$ cat src/rtl/i2cmb_cmd_sequencer_pkg.sv
// Shared definitions for the I2CMB command sequencer: register map,
// CMDR command codes and status bits, transfer status, FSM states.
package i2cmb_seq_pkg;

    localparam logic [1:0] ADR_CSR  = 2'd0;
    localparam logic [1:0] ADR_DPR  = 2'd1;
    localparam logic [1:0] ADR_CMDR = 2'd2;
    localparam logic [1:0] ADR_FSMR = 2'd3;

    // E=1 (core enable), IE=1 (interrupt enable)
    localparam logic [7:0] CSR_ENABLE = 8'hC0;

    typedef enum logic [2:0] {
        C_WAIT     = 3'd0,
        C_WRITE    = 3'd1,
        C_READ_ACK = 3'd2,
        C_READ_NAK = 3'd3,
        C_START    = 3'd4,
        C_STOP     = 3'd5,
        C_SET_BUS  = 3'd6
    } cmd_e;

    localparam int DON_B = 7;
    localparam int NAK_B = 6;
    localparam int AL_B  = 5;
    localparam int ERR_B = 4;

    typedef enum logic [1:0] {
        ST_OK  = 2'd0,
        ST_NAK = 2'd1,
        ST_AL  = 2'd2,
        ST_ERR = 2'd3
    } status_e;

    typedef enum logic [4:0] {
        S_INIT, S_IDLE, S_LD_BUS, S_SETBUS, S_START,
        S_LD_ADDR, S_WRADDR, S_GET_WD, S_LD_WD, S_WR,
        S_RD, S_RD_DPR, S_RD_OUT, S_STOP, S_WAIT,
        S_RD_CMDR, S_DONE
    } state_e;

    function automatic logic [7:0] cmd_byte(cmd_e c);
        return {5'd0, c};
    endfunction

    // The first error reported in a transfer wins.
    function automatic status_e stick(status_e cur, status_e nxt);
        return (cur == ST_OK) ? nxt : cur;
    endfunction

endpackage

$ cat src/rtl/i2cmb_cmd_sequencer_if.sv
// Wishbone bus between the sequencer (master) and the I2CMB core (slave).
// Signals: cyc/stb/we/adr/dat_o from master, dat_i/ack from slave.
interface i2cmb_wb_if;
    logic       wb_cyc_o;
    logic       wb_stb_o;
    logic       wb_we_o;
    logic [1:0] wb_adr_o;
    logic [7:0] wb_dat_o;
    logic [7:0] wb_dat_i;
    logic       wb_ack_i;

    modport master (
        output wb_cyc_o, wb_stb_o, wb_we_o, wb_adr_o, wb_dat_o,
        input  wb_dat_i, wb_ack_i
    );

    modport slave (
        input  wb_cyc_o, wb_stb_o, wb_we_o, wb_adr_o, wb_dat_o,
        output wb_dat_i, wb_ack_i
    );
endinterface

$ cat src/rtl/i2cmb_cmd_sequencer_wb_master_port.sv
// Single-access Wishbone master: start/we/adr/dat in, busy/done/rdata out.
// Ports: clk_i, rst_i, request side, wb (master modport).
module i2cmb_wb_master_port (
    input  logic       clk_i,
    input  logic       rst_i,
    input  logic       start,
    input  logic       we,
    input  logic [1:0] adr,
    input  logic [7:0] dat,
    output logic       busy,
    output logic       done,
    output logic [7:0] rdata,
    i2cmb_wb_if.master wb
);

    // A start is only taken while idle, so the cycle after an ack is
    // always a bus-idle gap.
    always_ff @(posedge clk_i) begin
        if (rst_i) begin
            wb.wb_cyc_o <= 1'b0;
            wb.wb_stb_o <= 1'b0;
            wb.wb_we_o  <= 1'b0;
            wb.wb_adr_o <= 2'd0;
            wb.wb_dat_o <= 8'd0;
        end else if (wb.wb_cyc_o) begin
            if (wb.wb_ack_i) begin
                wb.wb_cyc_o <= 1'b0;
                wb.wb_stb_o <= 1'b0;
                wb.wb_we_o  <= 1'b0;
                wb.wb_adr_o <= 2'd0;
                wb.wb_dat_o <= 8'd0;
            end
        end else if (start) begin
            wb.wb_cyc_o <= 1'b1;
            wb.wb_stb_o <= 1'b1;
            wb.wb_we_o  <= we;
            wb.wb_adr_o <= adr;
            wb.wb_dat_o <= dat;
        end
    end

    assign busy  = wb.wb_cyc_o;
    assign done  = wb.wb_cyc_o & wb.wb_stb_o & wb.wb_ack_i;
    assign rdata = wb.wb_dat_i;

endmodule

$ cat src/rtl/i2cmb_cmd_sequencer.sv
// Expands one I2C transfer request into the I2CMB register sequence.
// Ports: clk_i/rst_i, req_*, wdata_*, rdata_*, done_*, wb bus, irq_i.
import i2cmb_seq_pkg::*;

module i2cmb_cmd_sequencer #(
    parameter int LEN_W   = 4,
    parameter int TIMEOUT = 65535
) (
    input  logic             clk_i,
    input  logic             rst_i,
    input  logic             req_valid,
    output logic             req_ready,
    input  logic [3:0]       req_bus_id,
    input  logic [6:0]       req_addr,
    input  logic             req_rw,
    input  logic [LEN_W-1:0] req_len,
    input  logic [7:0]       wdata,
    input  logic             wdata_valid,
    output logic             wdata_ready,
    output logic [7:0]       rdata,
    output logic             rdata_valid,
    output logic             done_valid,
    output logic [1:0]       done_status,
    i2cmb_wb_if.master       wb,
    input  logic             irq_i
);

    localparam int TW = $clog2(TIMEOUT + 1);

    state_e  state, state_d, ret, ret_d;
    status_e status, status_d;

    logic [3:0]       bus;
    logic [6:0]       addr;
    logic             rw;
    logic [LEN_W-1:0] cnt;
    logic [7:0]       wbyte;
    logic [TW-1:0]    timer;

    logic       acc, p_start, p_we, p_busy, p_done;
    logic [1:0] p_adr;
    logic [7:0] p_dat, p_rdata;

    i2cmb_wb_master_port u_port (
        .clk_i (clk_i),
        .rst_i (rst_i),
        .start (p_start),
        .we    (p_we),
        .adr   (p_adr),
        .dat   (p_dat),
        .busy  (p_busy),
        .done  (p_done),
        .rdata (p_rdata),
        .wb    (wb)
    );

    assign p_start = acc & ~p_busy;

    always_ff @(posedge clk_i) begin
        if (rst_i) begin
            state  <= S_INIT;
            ret    <= S_INIT;
            status <= ST_OK;
        end else begin
            state  <= state_d;
            ret    <= ret_d;
            status <= status_d;
        end
    end

    always_comb begin
        state_d     = state;
        ret_d       = ret;
        status_d    = status;
        acc         = 1'b0;
        p_we        = 1'b0;
        p_adr       = ADR_CSR;
        p_dat       = 8'd0;
        req_ready   = 1'b0;
        wdata_ready = 1'b0;
        rdata_valid = 1'b0;
        unique case (state)
            S_INIT: begin
                acc   = 1'b1;
                p_we  = 1'b1;
                p_adr = ADR_CSR;
                p_dat = CSR_ENABLE;
                if (p_done) state_d = S_IDLE;
            end
            S_IDLE: begin
                req_ready = 1'b1;
                if (req_valid) begin
                    status_d = ST_OK;
                    state_d  = S_LD_BUS;
                end
            end
            S_LD_BUS: begin
                acc   = 1'b1;
                p_we  = 1'b1;
                p_adr = ADR_DPR;
                p_dat = {4'd0, bus};
                if (p_done) state_d = S_SETBUS;
            end
            S_SETBUS: begin
                acc   = 1'b1;
                p_we  = 1'b1;
                p_adr = ADR_CMDR;
                p_dat = cmd_byte(C_SET_BUS);
                ret_d = S_START;
                if (p_done) state_d = S_WAIT;
            end
            S_START: begin
                acc   = 1'b1;
                p_we  = 1'b1;
                p_adr = ADR_CMDR;
                p_dat = cmd_byte(C_START);
                ret_d = S_LD_ADDR;
                if (p_done) state_d = S_WAIT;
            end
            S_LD_ADDR: begin
                acc   = 1'b1;
                p_we  = 1'b1;
                p_adr = ADR_DPR;
                p_dat = {addr, rw};
                if (p_done) state_d = S_WRADDR;
            end
            S_WRADDR: begin
                acc   = 1'b1;
                p_we  = 1'b1;
                p_adr = ADR_CMDR;
                p_dat = cmd_byte(C_WRITE);
                ret_d = rw ? S_RD : S_GET_WD;
                if (p_done) state_d = S_WAIT;
            end
            S_GET_WD: begin
                wdata_ready = wdata_valid;
                if (wdata_valid) state_d = S_LD_WD;
            end
            S_LD_WD: begin
                acc   = 1'b1;
                p_we  = 1'b1;
                p_adr = ADR_DPR;
                p_dat = wbyte;
                if (p_done) state_d = S_WR;
            end
            S_WR: begin
                acc   = 1'b1;
                p_we  = 1'b1;
                p_adr = ADR_CMDR;
                p_dat = cmd_byte(C_WRITE);
                ret_d = (cnt == '0) ? S_STOP : S_GET_WD;
                if (p_done) state_d = S_WAIT;
            end
            S_RD: begin
                acc   = 1'b1;
                p_we  = 1'b1;
                p_adr = ADR_CMDR;
                p_dat = (cnt == '0) ? cmd_byte(C_READ_NAK)
                                    : cmd_byte(C_READ_ACK);
                ret_d = S_RD_DPR;
                if (p_done) state_d = S_WAIT;
            end
            S_RD_DPR: begin
                acc   = 1'b1;
                p_adr = ADR_DPR;
                if (p_done) state_d = S_RD_OUT;
            end
            S_RD_OUT: begin
                rdata_valid = 1'b1;
                state_d     = (cnt == '0) ? S_STOP : S_RD;
            end
            S_STOP: begin
                acc   = 1'b1;
                p_we  = 1'b1;
                p_adr = ADR_CMDR;
                p_dat = cmd_byte(C_STOP);
                ret_d = S_DONE;
                if (p_done) state_d = S_WAIT;
            end
            S_WAIT: begin
                if (irq_i) begin
                    state_d = S_RD_CMDR;
                end else if (timer == TW'(TIMEOUT - 1)) begin
                    status_d = stick(status, ST_ERR);
                    state_d  = S_DONE;
                end
            end
            S_RD_CMDR: begin
                acc   = 1'b1;
                p_adr = ADR_CMDR;
                if (p_done) begin
                    if (p_rdata[AL_B]) begin
                        status_d = stick(status, ST_AL);
                        state_d  = S_DONE;
                    end else if (p_rdata[ERR_B]) begin
                        status_d = stick(status, ST_ERR);
                        state_d  = S_DONE;
                    end else if (p_rdata[NAK_B]) begin
                        // ret==S_DONE means this was the STOP wait
                        if (ret != S_DONE) begin
                            status_d = stick(status, ST_NAK);
                        end
                        state_d = (ret == S_DONE) ? S_DONE : S_STOP;
                    end else if (p_rdata[DON_B]) begin
                        state_d = ret;
                    end else begin
                        status_d = stick(status, ST_ERR);
                        state_d  = S_DONE;
                    end
                end
            end
            S_DONE: begin
                state_d = S_IDLE;
            end
            default: begin
                state_d = S_INIT;
            end
        endcase
    end

    always_ff @(posedge clk_i) begin
        if (rst_i) begin
            bus         <= 4'd0;
            addr        <= 7'd0;
            rw          <= 1'b0;
            cnt         <= '0;
            wbyte       <= 8'd0;
            rdata       <= 8'd0;
            timer       <= '0;
            done_valid  <= 1'b0;
            done_status <= 2'd0;
        end else begin
            done_valid <= (state == S_DONE);
            if (state == S_DONE) done_status <= status;
            timer <= (state == S_WAIT) ? timer + 1'b1 : '0;
            if (state == S_IDLE && req_valid) begin
                bus  <= req_bus_id;
                addr <= req_addr;
                rw   <= req_rw;
                cnt  <= req_len;
            end
            if (wdata_ready) wbyte <= wdata;
            if (state == S_RD_DPR && p_done) rdata <= p_rdata;
            if ((state == S_WR && p_done) || state == S_RD_OUT) begin
                if (cnt != '0) cnt <= cnt - 1'b1;
            end
        end
    end

endmodule

$ cat src/flat_wrapper.sv
// flat-port wrapper written by rule: the top's interface ports become plain ports
module i2cmb_cmd_sequencer_flat 
#(
    parameter int LEN_W   = 4,
    parameter int TIMEOUT = 65535
)
  (clk_i, rst_i, req_valid, req_ready, req_bus_id, req_addr, req_rw, req_len, wdata, wdata_valid, wdata_ready, rdata, rdata_valid, done_valid, done_status, irq_i, wb_wb_cyc_o, wb_wb_stb_o, wb_wb_we_o, wb_wb_adr_o, wb_wb_dat_o, wb_wb_dat_i, wb_wb_ack_i);
  i2cmb_wb_if wb_i ();
  input  logic clk_i;
  input  logic rst_i;
  input  logic req_valid;
  output logic req_ready;
  input  logic [3:0] req_bus_id;
  input  logic [6:0] req_addr;
  input  logic req_rw;
  input  logic [LEN_W-1:0] req_len;
  input  logic [7:0] wdata;
  input  logic wdata_valid;
  output logic wdata_ready;
  output logic [7:0] rdata;
  output logic rdata_valid;
  output logic done_valid;
  output logic [1:0] done_status;
  input  logic irq_i;
  output wire logic [$bits(wb_i.wb_cyc_o)-1:0] wb_wb_cyc_o;
  output wire logic [$bits(wb_i.wb_stb_o)-1:0] wb_wb_stb_o;
  output wire logic [$bits(wb_i.wb_we_o)-1:0] wb_wb_we_o;
  output wire logic [$bits(wb_i.wb_adr_o)-1:0] wb_wb_adr_o;
  output wire logic [$bits(wb_i.wb_dat_o)-1:0] wb_wb_dat_o;
  input wire logic [$bits(wb_i.wb_dat_i)-1:0] wb_wb_dat_i;
  input wire logic [$bits(wb_i.wb_ack_i)-1:0] wb_wb_ack_i;
  assign wb_wb_cyc_o = wb_i.wb_cyc_o;
  assign wb_wb_stb_o = wb_i.wb_stb_o;
  assign wb_wb_we_o = wb_i.wb_we_o;
  assign wb_wb_adr_o = wb_i.wb_adr_o;
  assign wb_wb_dat_o = wb_i.wb_dat_o;
  assign wb_i.wb_dat_i = wb_wb_dat_i;
  assign wb_i.wb_ack_i = wb_wb_ack_i;
  i2cmb_cmd_sequencer #(.LEN_W(LEN_W), .TIMEOUT(TIMEOUT)) u_core (.clk_i(clk_i), .rst_i(rst_i), .req_valid(req_valid), .req_ready(req_ready), .req_bus_id(req_bus_id), .req_addr(req_addr), .req_rw(req_rw), .req_len(req_len), .wdata(wdata), .wdata_valid(wdata_valid), .wdata_ready(wdata_ready), .rdata(rdata), .rdata_valid(rdata_valid), .done_valid(done_valid), .done_status(done_status), .wb(wb_i), .irq_i(irq_i));
endmodule
$ cat config.mk
export PLATFORM = sky130hd
export DESIGN_NAME = i2cmb_cmd_sequencer_flat
export DESIGN_NICKNAME = d
export VERILOG_FILES = /design/src/rtl/i2cmb_cmd_sequencer_pkg.sv /design/src/rtl/i2cmb_cmd_sequencer_if.sv /design/src/rtl/i2cmb_cmd_sequencer_wb_master_port.sv /design/src/rtl/i2cmb_cmd_sequencer.sv /design/src/flat_wrapper.sv
export SDC_FILE = /design/constraint.sdc
export NUM_CORES = 1
export LEC_CHECK = 0
export BUFFER_PORTS_ARGS = -buffer_cell sky130_fd_sc_hd__clkbuf_2
export CORE_UTILIZATION = 57
export DETAILED_ROUTE_END_ITERATION = 8
export MAX_ROUTING_LAYER = met4
export PLACE_DENSITY_LB_ADDON = 0.25
export SYNTH_ARGS = -nofsm -noshare
export SYNTH_HDL_FRONTEND = slang
export SYNTH_HIERARCHICAL = 1
export SYNTH_SLANG_ARGS = --single-unit
$ cat constraint.sdc
create_clock -name clk_i -period 2.63 [get_ports clk_i]
set_clock_uncertainty 0.15 [all_clocks]
set_input_delay 0.263 -clock clk_i [delete_from_list [all_inputs] [get_ports clk_i]]
set_output_delay 0.263 -clock clk_i [all_outputs]
set_load 0.05 [all_outputs]
# Word-level counts from Yosys, hierarchy flattened
# Index checks and enable logic that the tools add are counted.
# W data, S select, Z words.
dict set report totals {
  regBits 76
  in_bits 38
  output_inout_bits 27
  elab_cells 140
}
dict set report classes {
  add_sub_neg 2
  eq_ne 36
  muxes 59
  n_bitwise 5
  reduce_logical 21
}
# cell count
set ops {}
lappend ops {{$mux W5} 16}
lappend ops {{$pmux W8 S9} 1}
lappend ops {{$pmux W5 S12} 1}
lappend ops {{$eq A5 B4 Y1 const B} 8}
lappend ops {{$mux W2} 15}
lappend ops {{$pmux W5 S6} 1}
lappend ops {{$mux W8} 3}
lappend ops {{$eq A5 B3 Y1 const B} 4}
lappend ops {{$mux W4} 5}
lappend ops {{$add A16 B1 Y16 const B} 1}
lappend ops {{$eq A16 B16 Y1 const B} 1}
lappend ops {{$ne A2 B1 Y1 const B} 8}
lappend ops {{$mux W1} 14}
lappend ops {{$reduce_or A12 Y1} 1}
lappend ops {{$eq A5 B2 Y1 const B} 2}
lappend ops {{$eq A5 B5 Y1 const B} 2}
lappend ops {{$ne A5 B5 Y1 const B} 2}
lappend ops {{$reduce_and A10 Y1} 1}
lappend ops {{$reduce_or A10 Y1} 1}
lappend ops {{$reduce_and A9 Y1} 1}
lappend ops {{$ne A2 B2 Y1 const B} 4}
lappend ops {{$reduce_or A7 Y1} 1}
lappend ops {{$ne A3 B2 Y1 const B} 2}
lappend ops {{$pmux W2 S3} 1}
lappend ops {{21 further kinds} 27}

# Longest topological paths before layout
# Gate-level depths: netlist (run 1).
dict set report logic_depth {
  ltp_word 8
  mapped_depth 9
  ltp_nobuf 8
}

# Modules after synthesis
# The synthesis (run 1) kept the hierarchy.
# module n_inst cells_per_inst area_each_um2 seq_area_each_um2
set modules_own_cells {}
lappend modules_own_cells {i2cmb_cmd_sequencer 1 412 3373.2 1261.2}
lappend modules_own_cells {i2cmb_wb_master_port 1 66 701.9 260.2}

# Worst setup path before layout (run 1)
# Ideal clock, no wire load.
dict set report synth_path {
  path_type {flip-flop to flip-flop}
  start {register u_core.state[3]}
  end {register u_core.state[1]}
  t_arrival_ps 2242
  required_time_ps 2385
  path_slack_ps 142
  stages_incl_launch_ff 7
  path_buffers 2
  cell_sequence {dfxtp_1 buf_2 buf_2 nor4b_2 a22o_1 a31oi_1 a221oi_1}
}
dict set report synth_via {
  elab_chain_cells 4
}
# item line
set synth_rtl {}
lappend synth_rtl {{start, declared} i2cmb_cmd_sequencer.sv:30} ;# state_e state, state_d, ret, ret_d;
lappend synth_rtl {{start signal, assigned} i2cmb_cmd_sequencer.sv:65} ;# state <= state_d;
lappend synth_rtl {{$eq A5 B2 Y1 (tied with other cells)} i2cmb_cmd_sequencer.sv:82} ;# unique case (state)
lappend synth_rtl {{$reduce_or A6 Y1 (no source line)} -}
lappend synth_rtl {{$ne A2 B1 Y1 (no source line)} -}
lappend synth_rtl {{$reduce_and A10 Y1 (no source line)} -}
# Several ways; a longest one is shown, not always the timed one.
# A chain may end at the register's enable or synchronous reset.

# Final worst setup path (run 1)
dict set report layout_path {
  start {register u_core.state[2]}
  end {output port rdata_valid}
}
dict set report layout_via {
  elab_chain_cells 2
}
# item line
set layout_rtl {}
lappend layout_rtl {{$eq A5 B4 Y1} i2cmb_cmd_sequencer.sv:82}
lappend layout_rtl {{$mux W1} i2cmb_cmd_sequencer.sv:82}
lappend layout_rtl {{end, declared} flat_wrapper.sv:21} ;# output logic rdata_valid;
# Every way passes these cells.

==> results of run 1 <==
-- worst max-delay path by stage --
| stage | start | to | slack [ps] | cells after the start |
|---|---|---|---|---|
| floorplan | u_core/state[3] | u_core/state[1] | 140 | 6 |
| global placement | u_core/state[1] | u_core/u_port/wb.wb_dat_o[5] | 330 | 5 |
| detailed placement | u_core/state[1] | u_core/u_port/wb.wb_adr_o[0] | 270 | 5 |
| CTS | u_core/state[2] | req_ready | 220 | 4 |
| global route | u_core/state[2] | rdata_valid | 100 | 3 |
| finish | u_core/state[2] | rdata_valid | 180 | 3 |
-- stage by stage --
| step | setup slack [ps] | util (%) | instance area (um2) | total power [mW] | instances |
|---|---|---|---|---|---|
| after global placement | 331.7 | 64.96 | 4438 | 2.877 | 618 |
| after detailed placement | 274.2 | 64.96 | 4438 | 2.879 | 618 |
| after global routing | 96.76 | 71.06 | 4855 | 4.067 | 655 |
| final | 179.4 | 71.06 | 4855 | 3.858 | 655 |
| after floorplan | 142.4 | - | 4075 | 2.533 | 478 |
| after CTS | 218.6 | 71.06 | 4855 | 3.841 | 655 |
-- flip-flops by register name, summed over array words and instances, names as in the netlist --
signal,count
u_core/u_port/busy,1
u_core/done_valid,1
u_core/u_port/wb.wb_dat_o,8
u_core/cnt,4
u_core/addr,7
u_core/done_status,2
u_core/u_port/wb.wb_adr_o,2
u_core/u_port/wb.wb_stb_o,1
u_core/status,2
u_core/bus,4
u_core/state,5
u_core/u_port/wb.wb_we_o,1
u_core/ret,5
u_core/timer,16
u_core/rw,1
u_core/wbyte,8
u_core/rdata,8
-- cells by family after synthesis --
group,count (synthesis)
compound gates,109
xor+xnor,14
fa+ha+maj,4
buf+inv,61
flops,76
mux,20
simple gates,194
-- power groups by stage --
stage | clock network, mW | registers, mW | logic, mW
global route | 1.01 | 1.42 | 1.64
floorplan | 0 | 1.48 | 1.05
detailed placement | 0 | 1.42 | 1.46
global placement | 0 | 1.42 | 1.46
finish | 0.943 | 1.40 | 1.52
CTS | 0.951 | 1.39 | 1.50
-- cells in the final DEF (no fill, tap or decap), types with 5 or more instances in the layout --
master / n
sky130_fd_sc_hd__nor2b_1: 10
sky130_fd_sc_hd__a22o_1: 6
sky130_fd_sc_hd__buf_4: 18
sky130_fd_sc_hd__clkbuf_2: 64
sky130_fd_sc_hd__nand3_1: 11
sky130_fd_sc_hd__and4_1: 5
sky130_fd_sc_hd__nor3_1: 10
sky130_fd_sc_hd__nand2_1: 49
sky130_fd_sc_hd__xnor2_1: 5
sky130_fd_sc_hd__o21ai_0: 10
sky130_fd_sc_hd__a211oi_1: 5
sky130_fd_sc_hd__dlygate4sd3_1: 21
sky130_fd_sc_hd__clkbuf_8: 10
sky130_fd_sc_hd__nand2b_1: 20
sky130_fd_sc_hd__dfxtp_1: 76
sky130_fd_sc_hd__xor2_1: 9
sky130_fd_sc_hd__nor2_1: 51
sky130_fd_sc_hd__o32ai_2: 9
sky130_fd_sc_hd__a21oi_1: 37
sky130_fd_sc_hd__inv_1: 23
sky130_fd_sc_hd__mux2i_1: 18
-- worst register-to-register path: stages (launching register included) --
cell,delay [ps]
sky130_fd_sc_hd__dfxtp_1,680
sky130_fd_sc_hd__nand2b_1,240
sky130_fd_sc_hd__a32oi_1,350
sky130_fd_sc_hd__nor3b_1,410
sky130_fd_sc_hd__mux2_4,360
sky130_fd_sc_hd__o32ai_2,100
-- layer usage --
layer	routed length, um	vias up	part of all wire [%]
li1	-	1839	-
met1	4605	1751	44
met2	5040	160	48
met3	551	34	5.2
met4	372	0	3.5
met5	0	-	0
-- timing repair --
action                    in CTS  in global routing
hold endpoints to repair      21                  0
gates resized for setup        0                  0
hold buffers                  21                  0
-- cell type report --
cell class                 instances  area, um2
fill                             546       1977
clock inverter                     6      68.82
clock buffer                      10      137.6
timing repair buffer             103      665.6
tap                               96      120.1
multi-input combinational        341       2255
sequential                        76       1521
inverter                          23      86.33
==> results.md, run 1 <==
- pin count of the biggest net entering global routing: 70
- count of port buffers added during placement: 64
- max-cap violations: 0
- die outline area: 0.007492 mm2
- crit path max fanout: 14
- post-CTS setup repair buffer count: 0
- cell with the biggest individual delay on the critical path: sky130_fd_sc_hd__dfxtp_1
- switching power share of the total: 40.17%
- reg-to-reg critical path startpoint: u_core/state[1]
- vias per cell: 5.777
- Synth Net Count: 519
- count of synthesis-stage warnings from yosys: 6
- net load switching power: 1.550 mW
- Worst-path clk slew: 80 ps
- antenna violations before repair: 0
- most used standard cell by instance count after synthesis: sky130_fd_sc_hd__dfxtp_1
- unrepaired setup endpoints after global routing: false
- CTS H-tree lvls: 3
- area share of fa/ha/maj cells after synthesis: 1.167%
- period utilisation layout: 93.18%
- met2 usage: 48.63%
- Placer Congestion: 0.9335
- max-slew violation total from the final report: 0
- setup_tns: 0 ps
- Remaining Overflow, GRT: 0
- Static Leak: 1.838 nW
- vertical extent of the die: 86.56 um
- ordered list of cells on the worst path: or2b_1 > nor4b_2 > clkbuf_2
- Arrival @ worst endpoint: 2040 ps
- cell types occupying the most area after synthesis: sky130_fd_sc_hd__dfxtp_1, sky130_fd_sc_hd__nor2_1, sky130_fd_sc_hd__a21oi_1, sky130_fd_sc_hd__nand2_1, sky130_fd_sc_hd__mux2i_1
- xor and xnor fraction of the mapped netlist area: 3.009%
- met3 Resource Use GR: 4.476%
- compound-gate portion of the synthesized area: 21.15%
- relative max-transition margin: 51.62%
- slew of the pin with the lowest slew margin: 725.8 ps
- synthesized flop and latch total: 76
- Post-synth EDFFs: 0
- Fin. Hold Viols: 0
- maximum vdd drop: 0.4259 mV
- global routing's busiest layer: met2
- design internal power: 2.309 mW
- via count of the first global-routing pass: 3523
- antenna diode instance count: 0
- Initial Utilization: 59.65%
- share of final-layout standard cells stronger than drive strength 1: 22.00%
- DR WL/cell: 16.14 um
- post-synth top area share: 37.33%
- number of buffer and inverter instances along the worst setup path: 1
- timing-limited maximum frequency: 408.1 MHz
- combined area of all synthesized cells: 0.004075 mm2
- worst hold slack: 0.4271 ps
- CTS buffer count: 9
- Worst Hold Path EP: u_core/wbyte[7]
- post-synthesis cell type with the largest combined area: sky130_fd_sc_hd__dfxtp_1
- CP Launch Type: register
- sequential share of the synthesized area: 37.33%
- proportion of power drawn by combinational gates: 39.4%
- count of cells along the worst hold path: 3
- Primary FF master, synth: sky130_fd_sc_hd__dfxtp_1
- CTS Buffer Depth: 2
- proportion of synthesized area in mux cells: 5.066%
- type of destination of the critical path: output port
- Avg Synthesized Cell Area: 8.525 um2
- number of detailed-route iterations in the first pass: 5
- violation count after the first detailed-route iteration: 289
- kind of path behind the tightest hold check: primary input to register
- largest delay contributor family on the critical path: simple AND/OR/NAND/NOR gates
- Detail Route Antenna Nets: 0
- global-route usage over all layers: 30.69%
- Sinks on Clock Net: 76
- proportion of power drawn by the clock network: 24.5%
- simple-gate share of the synthesized area: 24.93%
- time the worst path needs with I/O delays and setup: 2451 ps
- area of the core region: 0.006832 mm2
- total wire length after detailed routing: 10570 um
- Hold Startpoint: wdata[7]
- logic depth of the worst register-to-register path: 5
- DP HPWL: 7294 um
- area overhead of the layout relative to synthesis: 19.13%
- CTS root buf: sky130_fd_sc_hd__clkbuf_8
- DIE WIDTH: 86.56 um
- number of ports placed on the die boundary: 65
- power share of the sequential group: 36.2%
- R2R Path End: u_core/u_port/wb.wb_adr_o[0]
- reg-to-reg setup timing slack: 190 ps
- stage delay of the slowest cell on the critical path: 590 ps
- power density relative to cell area: 794.8 mW/mm2
- layout net count: 595
- final setup violating endpoints: 0
- proportion of register bits with asynchronous set or reset after synthesis: 0%
- wire length of the first global-routing pass: 17120 um
- number of design rule violations left after detail routing: 0
- total number of vias: 3784
- dominant combinational cell family by area after synthesis: simple AND/OR/NAND/NOR gates
- clock latency reported for the late side of the worst-skew pair: 370 ps
- TritonCTS clock tree: built
- Crit Path Class: register to output port
- gate count after technology mapping: 478
- commonest cells in the synthesized netlist: sky130_fd_sc_hd__dfxtp_1, sky130_fd_sc_hd__nor2_1, sky130_fd_sc_hd__nand2_1
- result of the run: completed
- number of distinct standard cells referenced by the synthesized netlist: 72
- fraction of met1 tracks used by global routing: 37.84%
- number of rows created at floorplan: 30
- required time reported for the critical path endpoint: 2220 ps
Note: power is estimated with default switching activity, not from simulation.
==> inputs of run 2 (changes only) <==
Settings changed: ABC_AREA set to 1, CORE_UTILIZATION 57 to 56, SETUP_SLACK_MARGIN set to 0.5.
==> run 2 against run 1 <==
  * Design area is 8.3% lower
  * Clock-buffer cell count stayed put
  * Global-route usage is 2.8 points lower
  * Non-clock buffer count is 32 lower
  * Highest routed layer unchanged
==> results.md, run 2 <==
- antenna diode instance count: 0, unchanged
- vertical extent of the die: 85.29 um, -1.5%
- Sinks on Clock Net: 76, unchanged
- most frequent standard cell in the layout excluding fill and tap cells: sky130_fd_sc_hd__nand2_1
- post-synth top area share: 39.16%, +1.8 points
- number of ports placed on the die boundary: 65, unchanged
- Static Leak: 1.884 nW, +2.5%
- slew of the pin with the lowest slew margin: 911.8 ps, +186.0 ps
- Fin. Hold Viols: 0, unchanged
- CTS root buf: sky130_fd_sc_hd__clkbuf_8
- logic depth of the worst register-to-register path: 11, +6
- Inst Count DP: 686, +11%
- number of buffer and inverter instances along the worst setup path: 3, +2
- layout net count: 664, +12%
- final setup slack of the worst path: 604.5 ps, +425.1 ps
- stage delay of the slowest cell on the critical path: 390 ps, -200 ps
- Initial Utilization: 59.48%, -0.17 points
- Synth Net Count: 607, +17%
- period utilisation layout: 77.01%, -16 points
- kind of path behind the tightest hold check: primary input to register
- crit path max fanout: 10, -4
- setup_tns: 0 ps, unchanged
- pin count of the biggest net entering global routing: 32, -54%
- dpl ws: 318.1 ps, +43.88 ps
- violation count after the first detailed-route iteration: 242, -16%
- Placer Congestion: 0.8747, -6.3%
- DP HPWL: 7100 um, -2.7%
- clock latency reported for the late side of the worst-skew pair: 340 ps, -30 ps
- Hold Startpoint: wdata[2]
- wire length of the first global-routing pass: 15610 um, -8.8%
- total number of vias: 3837, +1.4%
- wire length on met3: 539 um, -2.2%
- largest delay contributor family on the critical path: buffers and inverters
- commonest cells in the synthesized netlist: sky130_fd_sc_hd__nand2_1, sky130_fd_sc_hd__dfxtp_1, sky130_fd_sc_hd__inv_1
- register bank with the most flops: u_core/timer
- synthesized flop and latch total: 76, unchanged
- gate count after technology mapping: 566, +18%
- type of destination of the critical path: output port
- max-slew violation total from the final report: 0, unchanged
- maximum vdd drop: 0.4361 mV, +2.4%
- number of non-filler instances in the completed layout: 705, +7.6%
- number of detailed-route iterations in the first pass: 5, unchanged
- post-synthesis cell type with the largest combined area: sky130_fd_sc_hd__dfxtp_1
- time the worst path needs with I/O delays and setup: 2025 ps, -425.1 ps
- proportion of register bits with asynchronous set or reset after synthesis: 0%, unchanged
- area of the core region: 0.006531 mm2, -4.4%
- required time reported for the critical path endpoint: 2220 ps, about the same
- reg-to-reg setup timing slack: 610 ps, +420 ps
- Post-synth EDFFs: 0, unchanged
- commonest non-fill, non-tap cells in the layout: sky130_fd_sc_hd__nand2_1, sky130_fd_sc_hd__inv_1, sky130_fd_sc_hd__dfxtp_1, sky130_fd_sc_hd__clkbuf_2, sky130_fd_sc_hd__a21oi_1
- unrepaired setup endpoints after global routing: true
- R2R Path End: u_core/u_port/wb.wb_dat_o[1]
- CTS Buffer Depth: 2, unchanged
- share of final-layout standard cells stronger than drive strength 1: 21.18%, -0.83 points
- Primary FF master, synth: sky130_fd_sc_hd__dfxtp_1
- die outline area: 0.007274 mm2, -2.9%
- routed metal-1 wire length: 4565 um, -0.87%
- cell types occupying the most area after synthesis: sky130_fd_sc_hd__dfxtp_1, sky130_fd_sc_hd__nand2_1, sky130_fd_sc_hd__a21oi_1, sky130_fd_sc_hd__inv_1, sky130_fd_sc_hd__nand3_1
- ordered list of cells on the worst path: inv_1 > nand2_1 > nor2_1 > nand2_2 > inv_2 > clkbuf_2
- post-route total power: 3.832 mW, -0.68%
- antenna violations before repair: 0, unchanged
- Max Used Layer: met4
- Crit Path Class: register to output port
- worst hold slack: 15.64 ps, +15.21 ps
- global-route usage over all layers: 27.91%, -2.8 points
- Worst-path clk slew: 70 ps, about the same
- Detail Route Antenna Nets: 0, unchanged
- cell with the biggest individual delay on the critical path: sky130_fd_sc_hd__dfxtp_4
- Detail Route met2 WL: 4371 um, -13%
- max FFs per register: 16, unchanged
- number of distinct standard cells referenced by the synthesized netlist: 35, -51%
- Arrival @ worst endpoint: 1610 ps, -430 ps
- TritonCTS clock tree: built
- Critical Path Source: u_core/state[1]
- CP Launch Type: register
- count of synthesis-stage warnings from yosys: 6, unchanged
- core utilization of the finished layout: 68.18%, -2.9 points
- power density relative to cell area: 860.6 mW/mm2, +8.3%
- result of the run: completed
- number of rows created at floorplan: 29, -3.3%
- via count of the first global-routing pass: 3390, -3.8%
- vias per cell: 5.443, -5.8%
- path length in cells of the critical path: 6, +3
- count of port buffers added during placement: 64, unchanged
- timing-limited maximum frequency: 493.7 MHz, +21%
- Remaining Overflow, GRT: 0, unchanged
- max-cap violations: 0, unchanged
- final setup violating endpoints: 0, unchanged
- area overhead of the layout relative to synthesis: 14.62%
- CTS H-tree lvls: 3, unchanged
- post-route design area: 0.004453 mm2, -8.3%
- number of design rule violations left after detail routing: 0, unchanged
- total wire length after detailed routing: 9576 um, -9.4%
- DR WL/cell: 13.58 um, -16%
- CTS buffer count: 9, unchanged
- area after detailed placement: 0.004163 mm2, -6.2%
- DIE WIDTH: 85.29 um, -1.5%
- post-CTS setup repair buffer count: 0, unchanged
- sequential share of the synthesized area: 39.16%, +1.8 points
- relative max-transition margin: 39.15%, -12 points
- Worst setup endpoint: req_ready
- Avg Synthesized Cell Area: 6.864 um2, -19%
- reg-to-reg critical path startpoint: u_core/state[4]
- most used standard cell by instance count after synthesis: sky130_fd_sc_hd__nand2_1
- combined area of all synthesized cells: 0.003885 mm2, -4.7%
[run 2: cell count changes in the layout (fill, tap and decap cells not counted), moves of 10 or more]
cell,before,now
sky130_fd_sc_hd__dlygate4sd3_1,21,2
sky130_fd_sc_hd__nand3_1,11,48
sky130_fd_sc_hd__nand2_1,49,109
sky130_fd_sc_hd__nand2b_1,20,0
sky130_fd_sc_hd__inv_1,23,70
sky130_fd_sc_hd__o21ai_0,10,38
sky130_fd_sc_hd__nor2b_1,10,0
sky130_fd_sc_hd__a21oi_1,37,63
sky130_fd_sc_hd__buf_4,18,6
sky130_fd_sc_hd__mux2i_1,18,0
[run 2: worst min-delay path by stage]
| stage | end | slack (ps) | depth (start not counted) |
|---|---|---|---|
| 2_1_floorplan | u_core/u_port/wb.wb_dat_o[5] | 180 | 1 |
| 5_1_grt | u_core/wbyte[2] | 10 | 3 |
| 3_5_place_dp | u_core/rdata[0] | 290 | 2 |
| 4_1_cts | u_core/wbyte[2] | 10 | 3 |
| 3_3_place_gp | u_core/rdata[2] | 280 | 2 |
| 6_report | u_core/wbyte[2] | 20 | 3 |
[run 2: power by group]
group	internal (mW)	leakage [nW]	switching, mW
Clock	0.439	0.100	0.432
Sequential	1.30	0.618	0.148
Combinational	0.449	1.17	1.07
[run 2: area by class of cell]
type	instances	area (um2)
well taps	77	96.34
multi-input cells	386	1956
clock inverters	6	62.56
flip-flops and latches	76	1534
inverters	79	296.5
repair buffers	71	380.4
fillers	591	2078
clock buffers	10	127.6
[run 2: cells by family (layout without fill, tap and decap cells)]
logic type / count (synthesis) / count (layout) / synth area share (%)
XOR/XNOR: 2 / 2 / 0.4510
adder cells (fa/ha/maj): 3 / 3 / 0.9663
flip-flops: 76 / 76 / 39.16
AO/OA/AOI/OAI: 125 / 125 / 17.62
buffers and inverters: 105 / 166 / 12.17
AND/OR/NAND/NOR: 255 / 256 / 29.63
[run 2: worst register-to-register path: stages (launching register included)]
cell and delay [ps]:
sky130_fd_sc_hd__dfxtp_2 370, sky130_fd_sc_hd__inv_2 150, sky130_fd_sc_hd__nand3_1 140, sky130_fd_sc_hd__nor2_2 150
sky130_fd_sc_hd__inv_1 60, sky130_fd_sc_hd__nand2_2 150, sky130_fd_sc_hd__nor2_8 80, sky130_fd_sc_hd__a21oi_2 170
sky130_fd_sc_hd__inv_2 100, sky130_fd_sc_hd__nor2_4 200, sky130_fd_sc_hd__nand2_1 90, sky130_fd_sc_hd__a21oi_1 150
[run 2: per-layer routing]
layer,vias up,track usage [%]
li1,1948,-
met1,1750,38.29
met2,128,43.11
met3,11,3.502
met4,0,8.636
met5,-,-
[run 2: what timing repair did]
action	in CTS	in global routing
hold buffers	2	0
resized for setup	5	23
hold endpoints to repair	2	0
cloned	0	1
pin swaps	0	2
setup endpoints to repair	12	29
==> inputs of run 3 (changes only) <==
Settings changed: CORE_UTILIZATION 56 to 51.
Clock period 2.63 ns to 1.85 ns, I/O delays scaled along.
==> run 3 against run 2 <==
  * The flow now finishes with violations (setup timing)
  * Setup slack lost 670 ps
  * First-iteration DRC count grew 110%
  * Via count grew 23%
  * Register-to-register slack lost 680 ps
  * Sequential share of layout area shrank 9.1 points
  * Clock power grew 56%
  * Sequential power grew 43%
  * Power grew 87%
  * Combinational power grew 150%
  * Design area grew 38%
==> results.md, run 3 (synthesized netlist as in run 2, its figures left out) <==
- result of the run: complete, but fails checks
- failing checks: setup timing
- wire length of the first global-routing pass: 18840 um, +21%
- total wire length after detailed routing: 14820 um, +55%
- dpl ws: -84.75 ps, -402.8 ps
- Static Leak: 2.609 nW, +38%
- relative max-transition margin: 66.60%, +27 points
- die outline area: 0.007971 mm2, +9.6%
- area overhead of the layout relative to synthesis: 58.39%
- Fin. Hold Viols: 0, unchanged
- kind of path behind the tightest hold check: primary input to register
- post-route design area: 0.006153 mm2, +38%
- antenna diode instance count: 0, unchanged
- global-route usage over all layers: 32.30%, +4.4 points
- ordered list of cells on the worst path: buf_12 > nor2_4 > nand2_2 > nor2_4 > inv_2 > nand2_4 > nor2_8 > a21oi_4 > inv_2 > nor2_4 > buf_6 > nand2_1 > a21oi_1
- max-slew violation total from the final report: 0, unchanged
- DIE WIDTH: 89.28 um, +4.7%
- reg-to-reg critical path startpoint: u_core/state[1]
- number of design rule violations left after detail routing: 0, unchanged
- crit path max fanout: 9, -1
- largest delay contributor family on the critical path: simple AND/OR/NAND/NOR gates
- slew of the pin with the lowest slew margin: 500.9 ps, -410.8 ps
- Fillers: 416, -30%
- Worst-path clk slew: 100 ps, +30 ps
- most frequent standard cell in the layout excluding fill and tap cells: sky130_fd_sc_hd__nand2_1
- Remaining Overflow, GRT: 0, unchanged
- reg-to-reg setup timing slack: -70 ps, -680 ps
- area after detailed placement: 0.004636 mm2, +11%
- antenna violations before repair: 0, unchanged
- core utilization of the finished layout: 84.39%, +16 points
- clock latency reported for the late side of the worst-skew pair: 360 ps, +20 ps
- count of port buffers added during placement: 64, unchanged
- vertical extent of the die: 89.28 um, +4.7%
- power density relative to cell area: 1165 mW/mm2, +35%
- share of final-layout standard cells stronger than drive strength 1: 44.57%, +23 points
- number of buffer and inverter instances along the worst setup path: 4, +1
- violation count after the first detailed-route iteration: 500, +110%
- Hold Startpoint: wb_wb_dat_i[7]
- final setup slack of the worst path: -69.53 ps, -674.1 ps
- max FFs per register: 16, unchanged
- via count of the first global-routing pass: 4187, +24%
- CTS root buf: sky130_fd_sc_hd__clkbuf_8
- Sinks on Clock Net: 76, unchanged
- unrepaired setup endpoints after global routing: true
- TritonCTS clock tree: built
- DP HPWL: 7769 um, +9.4%
- maximum vdd drop: 0.8213 mV, +88%
- number of detailed-route iterations in the first pass: 6, +1
- max-cap violations: 0, unchanged
- number of rows created at floorplan: 31, +6.9%
- cell with the biggest individual delay on the critical path: sky130_fd_sc_hd__dfxtp_2
- worst hold slack: 37.91 ps, +22.28 ps
- area of the core region: 0.007292 mm2, +12%
- time the worst path needs with I/O delays and setup: 1920 ps
- commonest non-fill, non-tap cells in the layout: sky130_fd_sc_hd__nand2_1, sky130_fd_sc_hd__dfxtp_1, sky130_fd_sc_hd__inv_1, sky130_fd_sc_hd__buf_4, sky130_fd_sc_hd__clkbuf_2
- type of destination of the critical path: register
- CP Launch Type: register
- DR WL/cell: 17.95 um, +32%
- required time reported for the critical path endpoint: 1990 ps, -230 ps
- register bank with the most flops: u_core/timer
- setup_tns: -178.1 ps, -178.1 ps
- total number of vias: 4717, +23%
- CTS H-tree lvls: 3, unchanged
- final setup violating endpoints: 7, +7
- Arrival @ worst endpoint: 2060 ps, +450 ps
- stage delay of the slowest cell on the critical path: 330 ps, -60 ps
- Crit Path Class: register to register
- period utilisation layout: 103.8%
- Initial Utilization: 53.28%, -6.2 points
- vias per cell: 5.711, +4.9%
- logic depth of the worst register-to-register path: 13, +2
- timing-limited maximum frequency: 521.0 MHz
- Detail Route Antenna Nets: 0, unchanged
- layout net count: 763, +15%
- count of cells along the worst hold path: 3, unchanged
- number of ports placed on the die boundary: 65, unchanged
- R2R Path End: u_core/u_port/wb.wb_dat_o[6]
- Worst Hold Path EP: u_core/rdata[7]
- pin count of the biggest net entering global routing: 34, +6.3%
- CTS Buffer Depth: 2, unchanged
- Placer Congestion: 1.009, +15%
- cell occurring most often along the worst timing path: sky130_fd_sc_hd__nor2_4
- CTS buffer count: 9, unchanged
run 3: cell types whose count changed in the layout (fill, tap and decap cells not counted), moves of 17 or more:
| cell | delta |
|---|---|
| sky130_fd_sc_hd__dlygate4sd3_1 | +26 |
| sky130_fd_sc_hd__a21oi_2 | +17 |
| sky130_fd_sc_hd__nor2_1 | -18 |
| sky130_fd_sc_hd__a21oi_1 | -19 |
| sky130_fd_sc_hd__buf_6 | +19 |
| sky130_fd_sc_hd__nand2_1 | -31 |
| sky130_fd_sc_hd__o21ai_1 | +20 |
| sky130_fd_sc_hd__nand2_2 | +17 |
| sky130_fd_sc_hd__o21ai_0 | -35 |
| sky130_fd_sc_hd__buf_4 | +45 |
run 3: worst max path at each step:
stage	depth (start not counted)	endpoint	slack (ps)	start
floorplan	13	u_core/u_port/wb.wb_dat_o[7]	70	u_core/state[0]
global placement	13	u_core/u_port/wb.wb_dat_o[7]	30	u_core/state[1]
detailed placement	12	u_core/u_port/wb.wb_dat_o[7]	-80	u_core/state[2]
CTS	8	req_ready	20	u_core/state[1]
global route	13	u_core/u_port/wb.wb_dat_o[6]	-190	u_core/state[1]
finish	13	u_core/u_port/wb.wb_dat_o[6]	-70	u_core/state[1]
run 3: power by group:
group          switching [mW]  internal (mW)  total [mW]
Sequential              0.211           1.85        2.06
Combinational            2.26           1.48        3.74
Clock                   0.689          0.672        1.36
run 3: metrics by stage:
stage	power, mW	std cells
floorplan	3.846	566
global placement	4.424	743
detailed placement	4.488	743
CTS	6.353	806
global route	7.477	826
finish	7.168	826
run 3: tightest hold or removal path, delay by kind of cell:
family | cells | cell delay, ps
buffers and inverters | 1 | 150
AO/OA/AOI/OAI | 2 | 180
run 3: layout make-up:
class / count / area [um2] / area share [%]
well taps: 99 / 123.9 / 2.013
clock buffers: 10 / 137.6 / 2.237
inverters: 79 / 314.1 / 5.104
flip-flops and latches: 76 / 1558 / 25.32
repair buffers: 166 / 1345 / 21.86
multi-input cells: 390 / 2603 / 42.29
clock inverters: 6 / 72.57 / 1.179
run 3: routing by layer:
metal / track usage [%] / vias up / wire length [um]
li1: - / 2166 / -
met1: 38.26 / 2187 / 5705
met2: 52.81 / 278 / 7285
met3: 6.279 / 86 / 1144
met4: 15.15 / 0 / 687
met5: - / - / 0
run 3: repair_timing:
| item | 4_1_cts | 5_1_grt |
|---|---|---|
| endpoints found under the setup margin | 81 | 93 |
| hold endpoints to repair | 28 | 0 |
| resized for setup | 87 | 131 |
| hold buffers | 28 | 0 |
| buffers inserted | 15 | 17 |
| pin swaps | 16 | 30 |
| gates cloned | 4 | 3 |
